File: config.mk
export PLATFORM = sky130hd
export DESIGN_NAME = env_playback_rd_flat
export DESIGN_NICKNAME = d
export VERILOG_FILES = /design/src/rtl/env_playback_rd_if.sv /design/src/rtl/sync_fwft_fifo.sv /design/src/rtl/env_playback_rd.sv /design/src/flat_wrapper.sv
export SDC_FILE = /design/constraint.sdc
export NUM_CORES = 1
export LEC_CHECK = 0
export ABC_AREA = 1
export ABC_CLOCK_PERIOD_IN_PS = 2360
export CORE_UTILIZATION = 50
export CTS_CLUSTER_SIZE = 30
export DETAILED_ROUTE_END_ITERATION = 10
export DONT_BUFFER_PORTS = 1
export PLACE_DENSITY = 0.66
export SLEW_MARGIN = 20
export SYNTH_ARGS = -nofsm -noshare
export SYNTH_HDL_FRONTEND = slang
export SYNTH_HIERARCHICAL = 1
export SYNTH_SLANG_ARGS = --single-unit
File: constraint.sdc
create_clock -name clk -period 2.36 [get_ports clk]
set_clock_uncertainty 0.15 [all_clocks]
set_input_delay 0.354 -clock clk [delete_from_list [all_inputs] [get_ports clk]]
set_output_delay 0.354 -clock clk [all_outputs]
set_load 0.02 [all_outputs]
File: src/rtl/env_playback_rd_if.sv
// Handshake bundle between the envelope read sequencer and its environment:
// command/status, the buffer's narrow read port and the downstream sample stream.
interface env_playback_rd_if #(
    parameter int unsigned aw = 8,
    parameter int unsigned dw = 8
);
    logic          start;
    logic [aw-1:0] start_addr;
    logic [aw-1:0] length;
    logic          abort;
    logic          busy;
    logic          done;
    logic [aw-1:0] addrb;
    logic [dw-1:0] rdata;
    logic [dw-1:0] dout;
    logic          dout_valid;
    logic          dout_last;
    logic          dout_ready;

    // Environment side: issues commands, supplies buffer data, consumes samples.
    modport master (
        output start, start_addr, length, abort, rdata, dout_ready,
        input  busy, done, addrb, dout, dout_valid, dout_last
    );

    // Sequencer side.
    modport slave (
        input  start, start_addr, length, abort, rdata, dout_ready,
        output busy, done, addrb, dout, dout_valid, dout_last
    );
endinterface

File: src/rtl/sync_fwft_fifo.sv
// Single-clock first-word-fall-through FIFO with synchronous flush and occupancy count.
// The head entry is visible on o_rd_data whenever o_valid is high.
module sync_fwft_fifo #(
    parameter int unsigned width = 9,
    parameter int unsigned depth = 4
) (
    input  logic                       clk,
    input  logic                       reset,
    input  logic                       i_flush,
    input  logic                       i_wr_en,
    input  logic [width-1:0]           i_wr_data,
    input  logic                       i_rd_en,
    output logic [width-1:0]           o_rd_data,
    output logic                       o_valid,
    output logic [$clog2(depth+1)-1:0] o_count
);
    localparam int unsigned PW = (depth > 1) ? $clog2(depth) : 1;
    localparam int unsigned CW = $clog2(depth + 1);

    logic [width-1:0] r_mem [depth];
    logic [PW-1:0]    r_wptr;
    logic [PW-1:0]    r_rptr;
    logic [CW-1:0]    r_count;
    logic             w_full;
    logic             w_rd;
    logic             w_wr;

    function automatic logic [PW-1:0] f_next(input logic [PW-1:0] p);
        f_next = (p == PW'(depth - 1)) ? '0 : p + PW'(1);
    endfunction

    assign w_full = (r_count == CW'(depth));
    assign w_rd   = i_rd_en && (r_count != '0);
    // A full FIFO still takes a write when the head leaves on the same edge.
    assign w_wr   = i_wr_en && (!w_full || w_rd);

    always_ff @(posedge clk or posedge reset) begin
        if (reset) begin
            r_wptr  <= '0;
            r_rptr  <= '0;
            r_count <= '0;
            for (int i = 0; i < depth; i++) begin
                r_mem[i] <= '0;
            end
        end else if (i_flush) begin
            r_wptr  <= '0;
            r_rptr  <= '0;
            r_count <= '0;
        end else begin
            if (w_wr) begin
                r_mem[r_wptr] <= i_wr_data;
                r_wptr        <= f_next(r_wptr);
            end
            if (w_rd) begin
                r_rptr <= f_next(r_rptr);
            end
            unique case ({w_wr, w_rd})
                2'b10:   r_count <= r_count + CW'(1);
                2'b01:   r_count <= r_count - CW'(1);
                default: r_count <= r_count;
            endcase
        end
    end

    assign o_rd_data = r_mem[r_rptr];
    assign o_valid   = (r_count != '0);
    assign o_count   = r_count;

    a_no_overflow: assert property (@(posedge clk) disable iff (reset)
        !(i_wr_en && !i_flush && w_full && !w_rd));
endmodule

File: src/rtl/env_playback_rd.sv
// Read sequencer for the envelope buffer's narrow port: issues a burst of addresses,
// absorbs the fixed read latency and streams the returned samples with a last flag.
module env_playback_rd #(
    parameter int unsigned aw  = 8,
    parameter int unsigned dw  = 8,
    parameter int unsigned lat = 2
) (
    input logic             clk,
    input logic             reset,
    env_playback_rd_if.slave bus
);
    localparam int unsigned fifo_depth = lat + 2;
    localparam int unsigned CW = $clog2(fifo_depth + 1);
    localparam logic [CW:0]   DEPTH_L = (CW + 1)'(fifo_depth);
    localparam logic [aw-1:0] ONE     = aw'(1);

    typedef enum logic [1:0] {
        ST_IDLE,
        ST_RUN,
        ST_DRAIN
    } state_t;

    state_t        r_state;
    logic          r_busy;
    logic          r_done;
    logic [aw-1:0] r_addrb;
    logic [aw-1:0] r_remaining;
    // Tag travelling with the address currently held in addrb.
    logic          r_iss_v;
    logic          r_iss_last;
    logic [lat-1:0] r_tag_v;
    logic [lat-1:0] r_tag_last;

    logic [CW-1:0] w_fifo_count;
    logic          w_fifo_valid;
    logic [dw:0]   w_head;
    logic [CW-1:0] w_inflight;
    logic [CW:0]   w_occ;
    logic          w_pop;
    logic          w_credit;

    always_comb begin
        w_inflight = {{(CW-1){1'b0}}, r_iss_v};
        for (int i = 0; i < lat; i++) begin
            w_inflight = w_inflight + {{(CW-1){1'b0}}, r_tag_v[i]};
        end
    end

    // A head accepted on this edge frees its slot, so steady streaming has no bubbles.
    assign w_pop    = w_fifo_valid && bus.dout_ready;
    assign w_occ    = {1'b0, w_fifo_count} + {1'b0, w_inflight} - {{CW{1'b0}}, w_pop};
    assign w_credit = (w_occ < DEPTH_L);

    always_ff @(posedge clk or posedge reset) begin
        if (reset) begin
            r_state     <= ST_IDLE;
            r_busy      <= 1'b0;
            r_done      <= 1'b0;
            r_addrb     <= '0;
            r_remaining <= '0;
            r_iss_v     <= 1'b0;
            r_iss_last  <= 1'b0;
            r_tag_v     <= '0;
            r_tag_last  <= '0;
        end else begin
            r_done        <= 1'b0;
            r_iss_v       <= 1'b0;
            r_iss_last    <= 1'b0;
            r_tag_v[0]    <= r_iss_v;
            r_tag_last[0] <= r_iss_last;
            for (int i = 1; i < lat; i++) begin
                r_tag_v[i]    <= r_tag_v[i-1];
                r_tag_last[i] <= r_tag_last[i-1];
            end
            if (bus.abort && (r_state != ST_IDLE)) begin
                r_state    <= ST_IDLE;
                r_busy     <= 1'b0;
                r_tag_v    <= '0;
                r_tag_last <= '0;
            end else begin
                unique case (r_state)
                    ST_IDLE: begin
                        if (bus.start && !bus.abort) begin
                            if (bus.length == '0) begin
                                r_done <= 1'b1;
                            end else begin
                                r_addrb     <= bus.start_addr;
                                r_remaining <= bus.length - ONE;
                                r_iss_v     <= 1'b1;
                                r_iss_last  <= (bus.length == ONE);
                                r_state     <= (bus.length == ONE) ? ST_DRAIN : ST_RUN;
                                r_busy      <= 1'b1;
                            end
                        end
                    end
                    ST_RUN: begin
                        if (w_credit) begin
                            r_addrb     <= r_addrb + ONE;
                            r_remaining <= r_remaining - ONE;
                            r_iss_v     <= 1'b1;
                            r_iss_last  <= (r_remaining == ONE);
                            if (r_remaining == ONE) begin
                                r_state <= ST_DRAIN;
                            end
                        end
                    end
                    ST_DRAIN: begin
                        if ((w_fifo_count == '0) && (w_inflight == '0)) begin
                            r_state <= ST_IDLE;
                            r_busy  <= 1'b0;
                            r_done  <= 1'b1;
                        end
                    end
                    default: r_state <= ST_IDLE;
                endcase
            end
        end
    end

    sync_fwft_fifo #(
        .width (dw + 1),
        .depth (fifo_depth)
    ) u_fifo (
        .clk       (clk),
        .reset     (reset),
        .i_flush   (bus.abort),
        .i_wr_en   (r_tag_v[lat-1]),
        .i_wr_data ({bus.rdata, r_tag_last[lat-1]}),
        .i_rd_en   (bus.dout_ready),
        .o_rd_data (w_head),
        .o_valid   (w_fifo_valid),
        .o_count   (w_fifo_count)
    );

    assign bus.busy       = r_busy;
    assign bus.done       = r_done;
    assign bus.addrb      = r_addrb;
    assign bus.dout       = w_head[dw:1];
    assign bus.dout_last  = w_head[0];
    assign bus.dout_valid = w_fifo_valid;
endmodule
File: src/flat_wrapper.sv
// flat-port wrapper written by rule: the top's interface ports become plain ports
module env_playback_rd_flat 
#(
    parameter int unsigned aw  = 8,
    parameter int unsigned dw  = 8,
    parameter int unsigned lat = 2
)
  (clk, reset, bus_start, bus_start_addr, bus_length, bus_abort, bus_rdata, bus_dout_ready, bus_busy, bus_done, bus_addrb, bus_dout, bus_dout_valid, bus_dout_last);
  env_playback_rd_if #(.aw(aw), .dw(dw)) bus_i ();
  input logic clk;
  input logic reset;
  input wire logic [$bits(bus_i.start)-1:0] bus_start;
  input wire logic [$bits(bus_i.start_addr)-1:0] bus_start_addr;
  input wire logic [$bits(bus_i.length)-1:0] bus_length;
  input wire logic [$bits(bus_i.abort)-1:0] bus_abort;
  input wire logic [$bits(bus_i.rdata)-1:0] bus_rdata;
  input wire logic [$bits(bus_i.dout_ready)-1:0] bus_dout_ready;
  output wire logic [$bits(bus_i.busy)-1:0] bus_busy;
  output wire logic [$bits(bus_i.done)-1:0] bus_done;
  output wire logic [$bits(bus_i.addrb)-1:0] bus_addrb;
  output wire logic [$bits(bus_i.dout)-1:0] bus_dout;
  output wire logic [$bits(bus_i.dout_valid)-1:0] bus_dout_valid;
  output wire logic [$bits(bus_i.dout_last)-1:0] bus_dout_last;
  assign bus_i.start = bus_start;
  assign bus_i.start_addr = bus_start_addr;
  assign bus_i.length = bus_length;
  assign bus_i.abort = bus_abort;
  assign bus_i.rdata = bus_rdata;
  assign bus_i.dout_ready = bus_dout_ready;
  assign bus_busy = bus_i.busy;
  assign bus_done = bus_i.done;
  assign bus_addrb = bus_i.addrb;
  assign bus_dout = bus_i.dout;
  assign bus_dout_valid = bus_i.dout_valid;
  assign bus_dout_last = bus_i.dout_last;
  env_playback_rd #(.aw(aw), .dw(dw), .lat(lat)) u_core (.clk(clk), .reset(reset), .bus(bus_i));
endmodule
Yosys cells after proc, flatten, opt, wreduce, memory -nomap -nowiden
Index checks and enable logic that the tools add are counted.
{ "op_classes": {"add_sub_neg": 11, "mul": 0, "div_mod_pow": 0, "order_cmp": 4, "n_eq_ne": 17, "shift": 0, "muxes": 52, "bitwise_logic": 4, "n_reduce_logical": 24} }
{ "ops": {"columns": ["op", "count"], "rows": [
  ["2-to-1 mux 8 bit", 6],
  ["bitwise mux 36 bit", 1],
  ["case mux 8 bit (2 select lines)", 2],
  ["2-to-1 mux 2 bit", 15],
  ["2-to-1 mux 9 bit", 3],
  ["binary-select mux 9 bit (select 2 bit)", 1],
  ["demux 9 bit (select 2 bit)", 1],
  ["== test 8 x 1 -> 1 bit, second input constant", 2],
  ["2-to-1 mux 1 bit", 16],
  ["subtractor 8 x 1 -> 8 bit, second input constant", 2],
  ["!= test 3 x 1 -> 1 bit, second input constant", 4],
  ["AND reduction 5 bit", 2],
  ["nonzero test 3 bit", 3],
  ["adder 8 x 1 -> 8 bit, second input constant", 1],
  ["== test 2 bit, second input constant", 4],
  ["zero test 8 bit", 1],
  ["case mux 1 bit (2 select lines)", 4],
  ["nonzero test 2 bit", 4],
  ["greater-or-equal comparator 3 bit, second input constant", 2],
  ["logical AND 1 bit", 6],
  ["zero test 3 bit", 2],
  ["NOT 2 -> 3 bit", 2],
  ["case mux 2 bit (3 select lines)", 1],
  ["case mux 3 bit (2 select lines)", 1],
  ["21 further kinds", 26]
]} }
{ "totals": {"reg_bits": 69, "latch_bits": 0, "mem_bits_rw": 0, "rom_bits": 0, "wordCells": 128, "mem_count": 0} }

Logic depth before layout (Yosys ltp)
Gate-level depths: netlist of run 1.
{ "logic_depth": {"depth_word": 8, "ltp_mapped": 16, "ltp_nobuf": 15} }

Cells and area by module
Netlist of run 1, hierarchy kept.
{ "by_module_without_submodules": {"columns": ["module", "n_inst", "cells_each", "area_each_um2"], "rows": [
  ["sync_fwft_fifo", 1, 237, 2088.3],
  ["env_playback_rd", 1, 302, 1976.9]
]} }

Worst setup path before layout of run 1
OpenSTA, ideal clock, no wires.
{ "synth_timing": {"path_type": "reg2reg", "start": "register u_core.r_iss_v", "end": "register u_core.r_addrb[4], in the netlist u_core/bus.addrb[4]", "setup_time_ps": 118, "t_arrival_ps": 2211, "path_slack_ps": -119, "stages_incl_launch_ff": 14, "n_path_buf": 1, "period_less_slack_ps": 2479, "cell_sequence": "dfrtp_1 > fa_1 > inv_1 > ha_1 > inv_1 > ha_1 > nor2_2 > xor2_1 > nand3_1 > nand2_2 > nand2_4 > buf_6 > nand2_1 > nand2_1"} }
{ "synth_via": {"elab_chain_len": 7} }
{ "synth_lines": {"columns": ["element", "line", "text"], "rows": [
  ["from (decl)", "env_playback_rd.sv:29", "logic r_iss_v;"],
  ["from (signal assigned)", "env_playback_rd.sv:61", "r_iss_v <= 1'b0;"],
  ["from (signal assigned)", "env_playback_rd.sv:67", "r_iss_v <= 1'b0;"],
  ["from (signal assigned)", "env_playback_rd.sv:89", "r_iss_v <= 1'b1;"],
  ["adder 1 x 1 -> 2 bit", "env_playback_rd.sv:45", "w_inflight = w_inflight + {{(CW-1){1'b0}}, r_tag_v[i]};"],
  ["adder 3 x 1 -> 3 bit", "env_playback_rd.sv:45", null],
  ["adder 3 x 3 -> 4 bit", "env_playback_rd.sv:51", "assign w_occ = {1'b0, w_fifo_count} + {1'b0, w_inflight} - {{CW{1'b0}}, w_pop};"],
  ["subtractor 4 x 1 -> 4 bit", "env_playback_rd.sv:51", null],
  ["< comparator 4 x 3 -> 1 bit", "env_playback_rd.sv:52", "assign w_credit = (w_occ < DEPTH_L);"],
  ["!= test 2 x 1 -> 1 bit (no line)", null, null],
  ["AND reduction 5 bit (no line)", null, null],
  ["to (signal assigned)", "env_playback_rd.sv:87", "r_addrb <= bus.start_addr;"],
  ["to (signal assigned)", "env_playback_rd.sv:98", "r_addrb <= r_addrb + ONE;"],
  ["to (decl)", "env_playback_rd.sv:26", "logic [aw-1:0] r_addrb;"]
]} }
No other way between the ends.
A chain may end at the register's enable or synchronous reset.

Worst setup path in the final report of run 1
{ "layout_timing": {"start": "register u_core.r_iss_v", "end": "register u_core.r_iss_v"} }
{ "layout_via": {"elab_chain_len": 8} }
{ "layout_lines": {"columns": ["element", "line", "text"], "rows": [
  ["adder 1 x 1 -> 2 bit", "env_playback_rd.sv:45", null],
  ["adder 3 x 1 -> 3 bit", "env_playback_rd.sv:45", null],
  ["adder 3 x 3 -> 4 bit", "env_playback_rd.sv:51", null],
  ["subtractor 4 x 1 -> 4 bit", "env_playback_rd.sv:51", null],
  ["< comparator 4 x 3 -> 1 bit", "env_playback_rd.sv:52", null],
  ["2-to-1 mux 1 bit", "env_playback_rd.sv:97", "if (w_credit) begin"],
  ["case mux 1 bit (2 select lines)", "env_playback_rd.sv:81", "unique case (r_state)"],
  ["2-to-1 mux 1 bit", "env_playback_rd.sv:75", "if (bus.abort && (r_state != ST_IDLE)) begin"]
]} }
No other way between the ends.

==> results.toml, run 1 <==
[layout]
nets = 605
multi_input_area_sq_um = 2110
antenna_cells = 0
stdcell_area_sq_um = 4590
seqCellArea_sq_um = 1730
syn_to_final_growth_pct = 12.8
drive_above_1_share_pct = 15.0
fill_cells = 747
fin_util_pct = 58.7

[timing]
finalSetupViolations = 2
post-route-min-period_ns = 2.37
worstMarginPinSlew_ns = 0.541
fin_ws_ns = -0.0142
fin_crit_sh_pct = 101
slew_headroom_pct = 64.0
fmax_mhz = 421
rsz0062_at_grt = "true"
final_hold_viol_count = 0
slew_violations = 0

[die]
die_area_sq_um = 8500
die_w_um = 92.2
start_util_pct = 52.1
rows = 32
die_y_um = 92.2
design.core.area_sq_um = 7810
io_pins = 49

[detailed_routing]
vias = 3481
wl_per_cell_um = 13.1
drc = 0
drt_iter0_drc = 172
drtPass1Iterations = 4
via_per_inst = 5.22
antenna_left = 0
wirelength_um = 8750

[yosys]
synth_area_sq_um = 4070
synthesis.nets = 584
syn_inst = 539
synth_seq_cells = 69
synth_flop_cell = "dfrtp_1"
yosysMostFrequentCell = "nand2_1"
synth_area_leaders = "dfrtp_1 (42%), nand2_1 (14%), inv_1 (6.1%)"
ys_seq_area_share_pct = 42.5
yosysWarnings = 6
synth_async_sr_flop_share_pct = 100
synth_edf_count = 0
synth.avg_cell_area_sq_um = 7.54
yosysTopAreaCell = "dfrtp_1"
synth_cell_types = 31
ys_top_cells_by_count = "nand2_1 (156), dfrtp_1 (69), inv_1 (66)"
synth.top_cell.area_share_pct = 42.5

[setup_path]
cp-end-kind = "register"
cpPeakStageDelay_ns = 0.58
timing.rr.start = "u_core/r_iss_v"
cp_data_required_time_ns = 2.49
critPathKind = "register to register"
path_max_fanout = 7
critPathArrivalTime_ns = 2.50
crit_start = "u_core/r_iss_v"
crit_slowest_cell = "fa_2"
crit_path_cell_trace = "fa_2 > inv_2 > ha_4 > inv_2 > ha_4 > nand3_4 > nand2_2 > nand2_2 > nand3_4 > a21oi_4 > buf_4"
crit_path_start_kind = "register"

[global_routing]
grt_pass1_vias = 3416
gr-total-overflow = 0
grt_use_total_pct = 22.9
antenna_found_initial = 0
grt_pass1_wl_um = 15400
grt_max_degree = 44

[power_and_ir_drop]
p_leak_nw = 2.38
peakVddDrop_v = 0.000507
p_per_area_nw_per_um2 = 1230

[clocking]
cts.sinks = 69
clock_latency_ns = 0.35
h-tree-depth = 3
root_buffer = "clkbuf_8"
cts_buffer_depth = 2
cts.clk_slew.worst_paths_ns = 0.07
cts-buffers-inserted = 9
tritoncts = "yes"

[place]
placed_cell_area_sq_um = 4280
gp_congestion = 0.858
dp_hpwl_um = 6110
io_buffers = 0

[min_path]
hp-start = "bus_abort"
hold_path_class = "primary input to register"

[job]
drv_cap = 0

[outcome]
status = "finished with violations"
violations = "negative setup slack"
==> flip-flops by register name, summed over array words and instances, names as in the netlist, 2 cells and up <==
name	flops
u_core/u_fifo/r_rptr	2
u_core/r_state	2
u_core/u_fifo/o_count	3
u_core/r_tag_v	2
u_core/r_remaining	8
u_core/bus.addrb	8
u_core/r_tag_last	2
u_core/u_fifo/r_wptr	2
u_core/u_fifo/r_mem	36
==> where the power goes <==
group | total (mW) | switching (mW) | internal, mW
Clock | 0.893 | 0.476 | 0.417
Sequential | 1.96 | 0.418 | 1.54
Combinational | 2.79 | 1.70 | 1.09
==> per-stage QoR <==
step | setup TNS [ns] | power [mW] | instances | hold WS, ns | setup slack [ns]
5_1_grt | -1.44 | 6.15 | 667 | 0.0427 | -0.119
2_1_floorplan | 0 | 3.84 | 539 | 0.244 | 0.00358
3_3_place_gp | -0.325 | 4.43 | 646 | 0.174 | -0.0252
4_1_cts | -0.0383 | 5.65 | 667 | 0.00984 | -0.0199
3_5_place_dp | -0.993 | 4.51 | 646 | 0.179 | -0.0807
6_report | -0.0180 | 5.64 | 667 | 0.0283 | -0.0142
==> placed cells by master (no fill, tap or decap), types with 2 or more instances in the layout <==
cell      netlist  layout
ha_1           14      10
nand3_2         0       2
ha_4            0       4
nand2_2         3       5
o22ai_1         9       9
nand4_1         8       8
o21bai_1        4       4
inv_1          66      62
nand3_4         0       2
nor2_4          3       4
nor2_2          3       2
buf_4           1      21
a21oi_1         6       6
clkbuf_8        0      10
nand2_1       156     153
dfrtp_1        69      69
o21ai_2         9       9
o21ai_1        27      27
nand3_1        46      42
inv_2           2       6
o21ai_0        35      35
nand2_4         5       5
nor2_1         51      51
clkinv_4        0       3
==> logic make-up after synthesis <==
group / count (synthesis) / synth area share, %
AO/OA/AOI/OAI: 92 / 13.0
XOR/XNOR: 1 / 0.215
adder cells (fa/ha/maj): 16 / 5.29
buffers and inverters: 82 / 8.83
flip-flops: 69 / 42.5
multiplexers: 1 / 0.246
AND/OR/NAND/NOR: 278 / 29.9
==> per-layer routing <==
metal,track usage [%],wire length (um),up-vias
met5,0,0,-
met4,6.90,82,0
met3,5.56,358,6
met2,39.7,4390,70
met1,28.0,3920,1636
li1,-,-,1769
==> cell type report <==
class,count,share of cell area (%)
tap,102,2.78
inverter,69,5.70
sequential,69,37.7
timing repair buffer,23,3.90
clock inverter,6,1.04
clock buffer,10,3.00
multi-input combinational,388,45.9
==> worst max-delay path: cells and delay by family, from the launching register on <==
kind / cells / cell delay, ns
buffers and inverters: 3 / 0.27
AO/OA/AOI/OAI: 1 / 0.26
adder cells (fa/ha/maj): 3 / 0.92
AND/OR/NAND/NOR: 4 / 0.32
flip-flops: 1 / 0.40
==> final timing paths <==
kind,to,slack (ns),cells after the start
max,u_core/r_iss_v,-0.01,11
min reg2reg,u_core/u_fifo/r_mem[22],0.33,2
min in group asynchronous,u_core/r_remaining[4],0.37,3
min,u_core/u_fifo/o_count[0],0.03,3
max in group asynchronous,u_core/u_fifo/r_mem[18],1.22,3
max reg2reg,u_core/r_iss_v,-0.01,11
==> what timing repair did <==
item / in CTS / in global routing
gates cloned: 0 / 0
setup endpoints to repair: 16 / 20
gates resized for setup: 11 / 6
hold buffers: 1 / 0
hold endpoints to repair: 69 / 0
pin swaps: 10 / 12
buffers inserted: 4 / 1
Note: power is estimated with default switching activity, not from simulation.
==> run 2, diff against run 1 <==
- CORE_ASPECT_RATIO: not set -> 0.7
==> run 2 against run 1 <==
The run still ends with negative setup slack left. Via count grew 0.37%. Hold slack better by 0.012 ns. Critical path type unchanged. Final area grew 1.4%. Sequential power hardly changed. Critical path depth grew 1. Sequential share of layout area is 0.54 points lower.
==> results.toml, run 2 (synthesized netlist as in run 1, its figures left out) <==
[outcome]
status = "finished with violations"
violations = "negative setup slack"

[detailed_routing]
vias = 3494
drtPass1Iterations = 4
antenna_left = 0
drt_iter0_drc = 233
drc = 0
wl_per_cell_um = 13.5
wirelength_um = 9020
via_per_inst = 5.25

[clocking]
tritoncts = "yes"
clock_latency_ns = 0.33
cts_buffer_depth = 2
root_buffer = "clkbuf_16"
cts.clk_slew.worst_paths_ns = 0.06
h-tree-depth = 3
cts.sinks = 69
cts-buffers-inserted = 9

[place]
dp.cells = 648
gp_congestion = 0.802
placed_cell_area_sq_um = 4300
dp_hpwl_um = 6390
io_buffers = 0

[die]
io_pins = 49
rows = 27
start_util_pct = 51.6
die_area_sq_um = 8500
die_y_um = 77.4
design.core.area_sq_um = 7870
die_w_um = 110

[setup_path]
critPathArrivalTime_ns = 2.54
critPathKind = "register to register"
cp-end-kind = "register"
critPathBufInv = 3
crit_path_start_kind = "register"
crit_slowest_cell = "dfrtp_1"
path_max_fanout = 7
crit_path_cell_trace = "fa_2 > inv_2 > ha_4 > inv_2 > ha_4 > nor2_4 > xor2_2 > nand3_2 > buf_6 > a21oi_4 > nand2_1 > nand2_1"
cpPeakStageDelay_ns = 0.40
cp_top_family = "adder cells"
cp_data_required_time_ns = 2.47

[timing]
fin_ws_ns = -0.0709
fin_crit_sh_pct = 103
post-route-min-period_ns = 2.43
worstMarginPinSlew_ns = 0.535
final_hold_viol_count = 0
rsz0062_at_grt = "true"
fmax_mhz = 411
slew_headroom_pct = 64.3
finalSetupViolations = 7
slew_violations = 0
fin_hold_ws_ns = 0.0401

[power_and_ir_drop]
p_sw_share_pct = 43.7
peakVddDrop_v = 0.000619
p_leak_nw = 2.41
p_int_mw = 3.37
p_seq_share_pct = 32.3
finalPower_mw = 5.99
p_per_area_nw_per_um2 = 1290
switchingPower_mw = 2.62
pwr-share-clk_pct = 20.6
p_comb_share_pct = 47.1

[global_routing]
grt_use_total_pct = 23.0
use_met2_pct = 34.3
top_usage_layer = "met2"
grt_use_met3_pct = 4.62
gr-total-overflow = 0
grt_max_degree = 44
grt_pass1_wl_um = 15100
antenna_found_initial = 0
met1_usage_pct = 33.3
grt_pass1_vias = 3244

[layout]
top_register = "u_core/u_fifo/r_mem"
drive_above_1_share_pct = 14.7
syn_to_final_growth_pct = 14.4
final_cell_mix = "nand2_1 (154), dfrtp_1 (69), inv_1 (61)"
fin_util_pct = 59.1
stdcell_count = 666
largest_reg_flops = 36
stdcell_area_sq_um = 4650
antenna_cells = 0
fill_cells = 715
final_common_cell = "nand2_1"
nets = 605

[min_path]
hold_path_class = "primary input to register"

[job]
drv_cap = 0
run 2: cell count changes in the layout (fill, tap and decap cells not counted), sizes merged:
cell	before	now
clkbuf	10	9
clkinvlp	1	2
run 2: path summary, 6_finish.rpt:
kind | cells after the start | startpoint | end | slack, ns
min | 3 | bus_abort | u_core/u_fifo/o_count[0] | 0.04
min reg2reg | 2 | u_core/r_remaining[1] | u_core/r_remaining[1] | 0.33
min in group asynchronous | 2 | reset | u_core/r_tag_last[0] | 0.34
max in group asynchronous | 3 | reset | u_core/bus.addrb[2] | 1.15
max | 12 | u_core/r_tag_v[0] | u_core/bus.addrb[7] | -0.07
max reg2reg | 12 | u_core/r_tag_v[0] | u_core/bus.addrb[7] | -0.07
run 2: worst min-delay path: stages:
cell	delay [ns]
nor2_1	0.02
nand2_1	0.05
nand2_1	0.05
run 2: routing by layer:
layer	up-vias	wire [um]	part of all wire [%]
met5	-	0	0
met4	0	123	1.4
met3	12	454	5.0
met2	89	3870	43
met1	1615	4570	51
li1	1778	-	-
run 2: power by group through the flow:
stage | combinational (mW) | sequential, mW | clock [mW]
after floorplan | 1.94 | 1.90 | 0
after global routing | 3.17 | 1.99 | 1.31
after CTS | 2.70 | 1.93 | 1.26
after global placement | 2.56 | 1.94 | 0
final | 2.82 | 1.94 | 1.24
after detailed placement | 2.65 | 1.95 | 0
run 2: through the flow:
stage	worst slack, ns	TNS, ns
floorplan	0.00358	0
global placement	-0.0473	-0.290
detailed placement	-0.132	-1.17
CTS	-0.129	-0.908
global route	-0.168	-1.88
finish	-0.0709	-0.326
run 2: layout make-up:
| cell class | instances | area (sq um) | share of cell area, % |
|---|---|---|---|
| multi-input combinational | 388 | 2080 | 44.7 |
| sequential | 69 | 1730 | 37.1 |
| inverter | 69 | 262 | 5.62 |
| clock buffer | 9 | 225 | 4.84 |
| timing repair buffer | 23 | 183 | 3.93 |
| tap | 101 | 126 | 2.72 |
| clock inverter | 7 | 51.3 | 1.10 |
run 2: timing repair:
action	4_1_cts	5_1_grt
endpoints found under the hold margin	51	0
cloned	0	0
hold buffers	1	0
setup endpoints to repair	17	20
pin swaps	11	8
gates resized for setup	4	10
setup buffers	1	0
